===== config.mk =====
export PLATFORM = sky130hd
export DESIGN_NAME = fetch_stage
export DESIGN_NICKNAME = d
export VERILOG_FILES = /design/src/rtl/cpu_pkg.sv /design/src/rtl/fetch_hold_buf.sv /design/src/rtl/fetch_stage.sv
export SDC_FILE = /design/constraint.sdc
export NUM_CORES = 1
export LEC_CHECK = 0
export BUFFER_PORTS_ARGS = -buffer_cell sky130_fd_sc_hd__buf_4
export CAP_MARGIN = 40
export CORE_MARGIN = 10
export CORE_UTILIZATION = 25
export DETAILED_ROUTE_END_ITERATION = 6
export PLACE_DENSITY = 0.48
export SLEW_MARGIN = 40
export SYNTH_ARGS = -nofsm -noshare
export SYNTH_HDL_FRONTEND = slang
export SYNTH_SLANG_ARGS = --single-unit

===== constraint.sdc =====
create_clock -name clk -period 2.1 [get_ports clk]
set_clock_uncertainty 0.15 [all_clocks]
set_input_delay 0.105 -clock clk [delete_from_list [all_inputs] [get_ports clk]]
set_output_delay 0.105 -clock clk [all_outputs]
set_load 0.02 [all_outputs]

===== src/rtl/cpu_pkg.sv =====
// cpu_pkg: types and constants shared by the fetch stage and its hold buffer.
//   NOP_INSTR     - instruction word used for pipeline bubbles
//   fetch_state_t - fetch FSM states
//   IF_ID_t       - contents of the IF/ID pipeline register
//   IF_ID_BUBBLE  - IF_ID_t value representing an empty slot
package cpu_pkg;

    localparam logic [31:0] NOP_INSTR = 32'h0000_0000;

    typedef enum logic {
        FETCH = 1'b0,
        HOLD  = 1'b1
    } fetch_state_t;

    typedef struct packed {
        logic [31:0] instr;
        logic [31:0] pc_plus_4;
        logic        interrupt;
        logic        valid;
    } IF_ID_t;

    localparam IF_ID_t IF_ID_BUBBLE = '{
        instr:     NOP_INSTR,
        pc_plus_4: 32'h0000_0000,
        interrupt: 1'b0,
        valid:     1'b0
    };

endpackage


===== src/rtl/fetch_hold_buf.sv =====
// fetch_hold_buf: one-entry IF/ID buffer that parks a word returned while the
// pipe is stalled.
//   clk, rst_n  - clock, synchronous active-low reset (empties the buffer)
//   load_i      - capture data_i
//   drain_i     - entry consumed; buffer becomes a bubble
//   clear_i     - discard the entry (redirect); wins over load_i
//   data_i      - entry to capture
//   data_o      - current entry
module fetch_hold_buf
    import cpu_pkg::*;
(
    input  logic   clk,
    input  logic   rst_n,
    input  logic   load_i,
    input  logic   drain_i,
    input  logic   clear_i,
    input  IF_ID_t data_i,
    output IF_ID_t data_o
);

    IF_ID_t buf_q;
    IF_ID_t buf_d;

    always_comb begin
        buf_d = buf_q;
        if (clear_i) begin
            buf_d = IF_ID_BUBBLE;
        end else if (load_i) begin
            buf_d = data_i;
        end else if (drain_i) begin
            buf_d = IF_ID_BUBBLE;
        end
    end

    always_ff @(posedge clk) begin
        if (!rst_n) begin
            buf_q <= IF_ID_BUBBLE;
        end else begin
            buf_q <= buf_d;
        end
    end

    assign data_o = buf_q;

endmodule


===== src/rtl/fetch_stage.sv =====
// fetch_stage: program counter, instruction-memory request/ack handshake,
// branch redirect, interrupt entry and the IF/ID pipeline register.
//   clk, rst_n            - clock, synchronous active-low reset
//   stall                 - freeze PC and IF/ID (flush still bubbles IF/ID)
//   flush                 - bubble into IF/ID at the next edge
//   branch_sel, branch_pc - redirect from decode
//   int_req, returni      - interrupt request level, return-from-interrupt
//   imem_req, imem_addr   - fetch request and word address (combinational)
//   imem_ack, imem_rdata  - memory acknowledge and instruction word
//   instr, pc_plus_4, interrupt, valid - registered IF/ID outputs
//
//   state | meaning
//   ------+---------------------------------------------------------
//   FETCH | requesting the word at pc
//   HOLD  | word returned during a stall is parked in the hold buffer
module fetch_stage
    import cpu_pkg::*;
#(
    parameter logic [31:0] RESET_PC   = 32'h0000_0000,
    parameter logic [31:0] INT_VECTOR = 32'h0000_1000
) (
    input  logic        clk,
    input  logic        rst_n,
    input  logic        stall,
    input  logic        flush,
    input  logic        branch_sel,
    input  logic [31:0] branch_pc,
    input  logic        int_req,
    input  logic        returni,
    output logic        imem_req,
    output logic [31:0] imem_addr,
    input  logic        imem_ack,
    input  logic [31:0] imem_rdata,
    output logic [31:0] instr,
    output logic [31:0] pc_plus_4,
    output logic        interrupt,
    output logic        valid
);

    fetch_state_t state_q, state_d;
    logic [31:0]  pc_q, pc_d;
    logic [31:0]  ret_pc_q, ret_pc_d;
    logic         int_en_q, int_en_d;
    // Set on interrupt entry; marks the next accepted word as the handler's first.
    logic         tag_q, tag_d;
    IF_ID_t       if_id_q, if_id_d;

    IF_ID_t       ack_entry;
    IF_ID_t       hb_data;
    logic         hb_load, hb_drain, hb_clear;
    logic         boundary;
    logic         int_take;
    logic [31:0]  next_pc;
    logic [31:0]  pc_inc;

    assign pc_inc = pc_q + 32'd4;

    always_comb begin
        ack_entry.instr     = imem_rdata;
        ack_entry.pc_plus_4 = tag_q ? ret_pc_q : pc_inc;
        ack_entry.interrupt = tag_q;
        ack_entry.valid     = 1'b1;
    end

    always_comb begin
        state_d  = state_q;
        pc_d     = pc_q;
        ret_pc_d = ret_pc_q;
        int_en_d = int_en_q;
        tag_d    = tag_q;
        if_id_d  = if_id_q;
        hb_load  = 1'b0;
        hb_drain = 1'b0;
        hb_clear = 1'b0;
        boundary = 1'b0;
        int_take = 1'b0;
        next_pc  = pc_q;

        if (stall) begin
            // The returned word is still accepted so it is never re-fetched.
            if (state_q == FETCH && imem_ack) begin
                hb_load = 1'b1;
                pc_d    = pc_inc;
                tag_d   = 1'b0;
                state_d = HOLD;
            end
        end else if (branch_sel) begin
            pc_d     = branch_pc;
            if_id_d  = IF_ID_BUBBLE;
            hb_clear = 1'b1;
            tag_d    = 1'b0;
            state_d  = FETCH;
        end else begin
            if (state_q == HOLD) begin
                // pc already points past the held word.
                if_id_d  = hb_data;
                hb_drain = 1'b1;
                state_d  = FETCH;
                boundary = 1'b1;
                next_pc  = pc_q;
            end else if (imem_ack) begin
                if_id_d  = ack_entry;
                tag_d    = 1'b0;
                boundary = 1'b1;
                next_pc  = pc_inc;
                pc_d     = pc_inc;
            end else begin
                if_id_d = IF_ID_BUBBLE;
            end

            if (boundary && int_req && int_en_q) begin
                pc_d     = INT_VECTOR;
                ret_pc_d = next_pc;
                int_en_d = 1'b0;
                tag_d    = 1'b1;
                int_take = 1'b1;
            end
        end

        if (returni && !int_take) begin
            int_en_d = 1'b1;
        end

        if (flush) begin
            if_id_d = IF_ID_BUBBLE;
        end
    end

    always_ff @(posedge clk) begin
        if (!rst_n) begin
            state_q  <= FETCH;
            pc_q     <= RESET_PC;
            ret_pc_q <= 32'h0000_0000;
            int_en_q <= 1'b1;
            tag_q    <= 1'b0;
            if_id_q  <= IF_ID_BUBBLE;
        end else begin
            state_q  <= state_d;
            pc_q     <= pc_d;
            ret_pc_q <= ret_pc_d;
            int_en_q <= int_en_d;
            tag_q    <= tag_d;
            if_id_q  <= if_id_d;
        end
    end

    fetch_hold_buf u_hold_buf (
        .clk     (clk),
        .rst_n   (rst_n),
        .load_i  (hb_load),
        .drain_i (hb_drain),
        .clear_i (hb_clear),
        .data_i  (ack_entry),
        .data_o  (hb_data)
    );

    // No request while reset is asserted.
    assign imem_req  = rst_n && (state_q == FETCH);
    assign imem_addr = pc_q;

    assign instr     = if_id_q.instr;
    assign pc_plus_4 = if_id_q.pc_plus_4;
    assign interrupt = if_id_q.interrupt;
    assign valid     = if_id_q.valid;

endmodule


==> summary.txt <==
Outcome
  – Status: finished clean

Floorplanning
  – Standard-cell row count: between 60 and 70
  – Die Ht: 209 um
  – Starting density of the core: 0.252
  – Floorplan die area: 43,700 um^2
  – Floorplan die width: 209 um
  – Num ports: between 150 and 200
  – Placeable core area: 35,400 um^2

Logic synthesis
  – Share of flip-flops with an asynchronous set or reset after synthesis: 0
  – Top cells by area in the synthesized netlist: dfxtp_1, nor2_1, a222oi_1
  – Mean instance size in the synthesized netlist: about 8.7 um^2
  – Ys flop type: dfxtp_1
  – Synthesized cell area: 8940 um^2
  – Synth top cells by count: dfxtp_1, nor2_1, nand2_1
  – Number of instances in the synthesized netlist: 1,030
  – Register area share after synthesis: 0.446
  – Synthesized flop and latch total: 199
  – Distinct cell type count of the synthesized netlist: 63
  – Cell type with the largest total area after synthesis: dfxtp_1
  – Number of synthesized flops with an enable pin: 0
  – Number of synthesis warnings: 0
  – Most common cell in the netlist: dfxtp_1
  – Area fraction of the dominant cell type after synthesis: 0.446
  – Number of nets produced by synthesis: about 1,100

Worst hold path
  – Hold Path Depth: 3
  – Path class of the lowest-slack min-delay path: input pin to register

Worst setup path
  – Startpoint of the worst-slack reg-to-reg timing path: imem_addr[6]$_SDFFE_PN0P_
  – Worst setup slack for register-to-register paths: 0.02 ns
  – Worst setup path category: register to register
  – Count of buffer and inverter cells on the critical path: 1
  – Crit start category: register
  – Critical path's top delay family: simple AND/OR/NAND/NOR gates
  – Signal arrival time at the worst endpoint: 2.31 ns
  – Worst path cell trace: nand3_4, or4_4, buf_6, nor4_4, o21ai_1, a31oi_1
  – Number of cells on the worst reg-to-reg path: 6
  – Launching element of the worst setup path: imem_addr[6]$_SDFFE_PN0P_
  – Setup crit end: imem_addr[31]$_SDFFE_PN0P_
  – Slowest cell delay on critical path: 0.58 ns
  – Worst Path Max Fanout: 6
  – Count of cell instances traversed by the critical path: 6
  – Data required time at the worst endpoint: 2.33 ns
  – Cell type of the slowest stage on the worst timing path: or4_4
  – Critical Path End Type: register
  – Reg-to-Reg End: imem_addr[31]$_SDFFE_PN0P_

Global route
  – All-layer global routing usage: 0.158
  – Pin count of the biggest net entering global routing: 59
  – Aggregate global routing overflow: 0
  – Global-route wire length before repair: 55,000 um
  – Via count of the first global-routing pass: approximately 8,900
  – Number of antenna violations at the first check in global routing: 0

Routing
  – First-pass iteration count of the detailed router: 6
  – DR iter-0 viols: around 740
  – Uppermost layer routed: met4
  – Via-to-Cell Ratio: 5.07
  – Total routed wire length on the met1 layer: around 17,000 um
  – Via total after detailed routing: 9,091
  – Wirelength per Cell: 19.9 um
  – Total routed wirelength: ~36,000 um
  – Final routed DRC violation total: 0
  – WL met2: 15,600 um
  – Routed met3 length: ~2400 um
  – Antenna Nets Post-Route: 0

Flow run
  – Max_cap viols: 0

Placed design
  – Final weighted congestion in routability-driven placement: 0.878
  – Placed wire-length estimate after detailed placement: 25,500 um
  – Number of port buffers: 170
  – Cell area after placement: 11,500 um^2
  – Cell count after placement: 1,688

CTS
  – Root buf cell: clkbuf_16
  – Maximum clock path buffer count: 2
  – Clock tree from TritonCTS: yes
  – Cts bufs inserted: 17
  – Worst-Skew Late Latency: 0.45 ns
  – Number of sinks driven by the clock tree: 199
  – Htree depth: 4
  – Clock-pin transition on the worst setup and hold timing paths: 0.08 ns

Timing
  – Fraction of the cycle the final worst path needs: 0.989
  – Final count of pins violating max slew: 0
  – Final setup violation count: 0
  – Post-route minimum period: between 2 and 2.5 ns
  – Max_slew headroom: 0.538
  – Hold Fails Final Rpt: 0
  – Highest clock rate: 0.482 GHz
  – Transition time at the pin with the least slew margin: 0.693 ns

Cells and area
  – Proportion of layout cells with a drive suffix above 1: 0.306
  – Filler cell count: 3,661
  – Layout Cell Area excl Fill: roughly 13,000 um^2
  – Total Nets Final: 1,391
  – Number of antenna diodes: 0
  – Growth of design area from synthesis to finish: 45.3%
  – Number of non-filler instances in the completed layout: between 1,500 and 2,000

Power
  – Static leakage: just under 0.005 uW
  – PD cells: approximately 660 nW/um^2
  – VDD IR max: 0.000601 V
-- layer usage --
metal,up-vias,GRT usage
li1,4393,-
met1,4334,0.227
met2,344,0.235
met3,20,0.0376
met4,0,0.0337
met5,-,0
-- worst min-delay path by stage --
stage                                             to          start
after floorplan           imem_addr[11]$_SDFFE_PN0P_  branch_pc[11]
after global placement    imem_addr[25]$_SDFFE_PN0P_  branch_pc[25]
after detailed placement  imem_addr[26]$_SDFFE_PN0P_  branch_pc[26]
after CTS                       state_q$_SDFFE_PN0P_          stall
after global routing            state_q$_SDFFE_PN0P_          stall
final                           state_q$_SDFFE_PN0P_          stall
-- tightest hold or removal path: cells and delay by family --
| kind | cells | cell delay, ns |
|---|---|---|
| buffers and inverters | 2 | 0.38 |
| AOI/OAI and AO/OA | 1 | 0.15 |
-- power breakdown --
| group | switching [uW] | internal [uW] |
|---|---|---|
| clock | 1620 | 1710 |
| sequential | 80.6 | 3880 |
| combinational | 707 | 558 |
-- placed cells by master, fill, tap and decap left out, drive strengths merged, types with 19 or more instances in the layout --
master / n
buf: 297
dfxtp: 199
nor2: 132
nand2: 93
o21ai: 79
dlygate4sd3: 68
a22oi: 60
a21oi: 51
a222oi: 47
xor2: 26
nand2b: 23
nor3: 23
xnor2: 19
clkbuf: 19
-- sequential cells by signal, indices dropped and copies added, names as in the netlist --
register / count
interrupt: 1
valid: 1
pc_plus_4: 32
state_q: 1
u_hold_buf.data_o: 66
imem_addr: 32
instr: 32
ret_pc_q: 32
tag_q: 1
int_en_q: 1
-- kinds of logic (layout without fill, tap and decap cells) --
family | count (synthesis) | in the layout | share of synthesized area
and+or+nand+nor | 351 | 352 | 0.199
muxes | 6 | 6 | 0.00756
adders and majority gates | 1 | 1 | 0.00140
AOI/OAI and AO/OA | 328 | 328 | 0.256
xor gates and xnor gates | 45 | 45 | 0.0441
DFF | 199 | 199 | 0.446
buffers and inverters | 100 | 400 | 0.0465
-- stage by stage --
stage          hold WS, ns  total power [uW]  TNS (ns)   util  setup WS, ns
5_1_grt             0.0572              8900   -0.0113  0.367       -0.0113
3_3_place_gp         0.151              5170    -0.499  0.325        -0.109
4_1_cts             0.0411              8640         0  0.363        0.0141
2_1_floorplan       0.0635              4620   -0.0508      -       -0.0253
6_report            0.0827              8550         0  0.367        0.0232
3_5_place_dp         0.158              5190    -0.491  0.326        -0.115
-- final cells by class --
cell class / instances / area [um^2] / share of cell area
repair buffers: 365 / 3020 / 0.233
flip-flops and latches: 199 / 4020 / 0.309
clock buffers: 19 / 443 / 0.0341
clock inverters: 13 / 143 / 0.0110
inverters: 3 / 11.3 / 0.000867
multi-input cells: 732 / 4770 / 0.367
well taps: 461 / 577 / 0.0444
-- repair_timing --
| item | in CTS | in global routing |
|---|---|---|
| gates cloned | 1 | 0 |
| endpoints found under the hold margin | 108 | 0 |
| resized for setup | 10 | 24 |
| hold buffers | 68 | 0 |
| setup buffers | 1 | 3 |
| pin swaps | 4 | 6 |
| setup endpoints to repair | 22 | 36 |
Note: power is estimated with default switching activity, not from simulation.
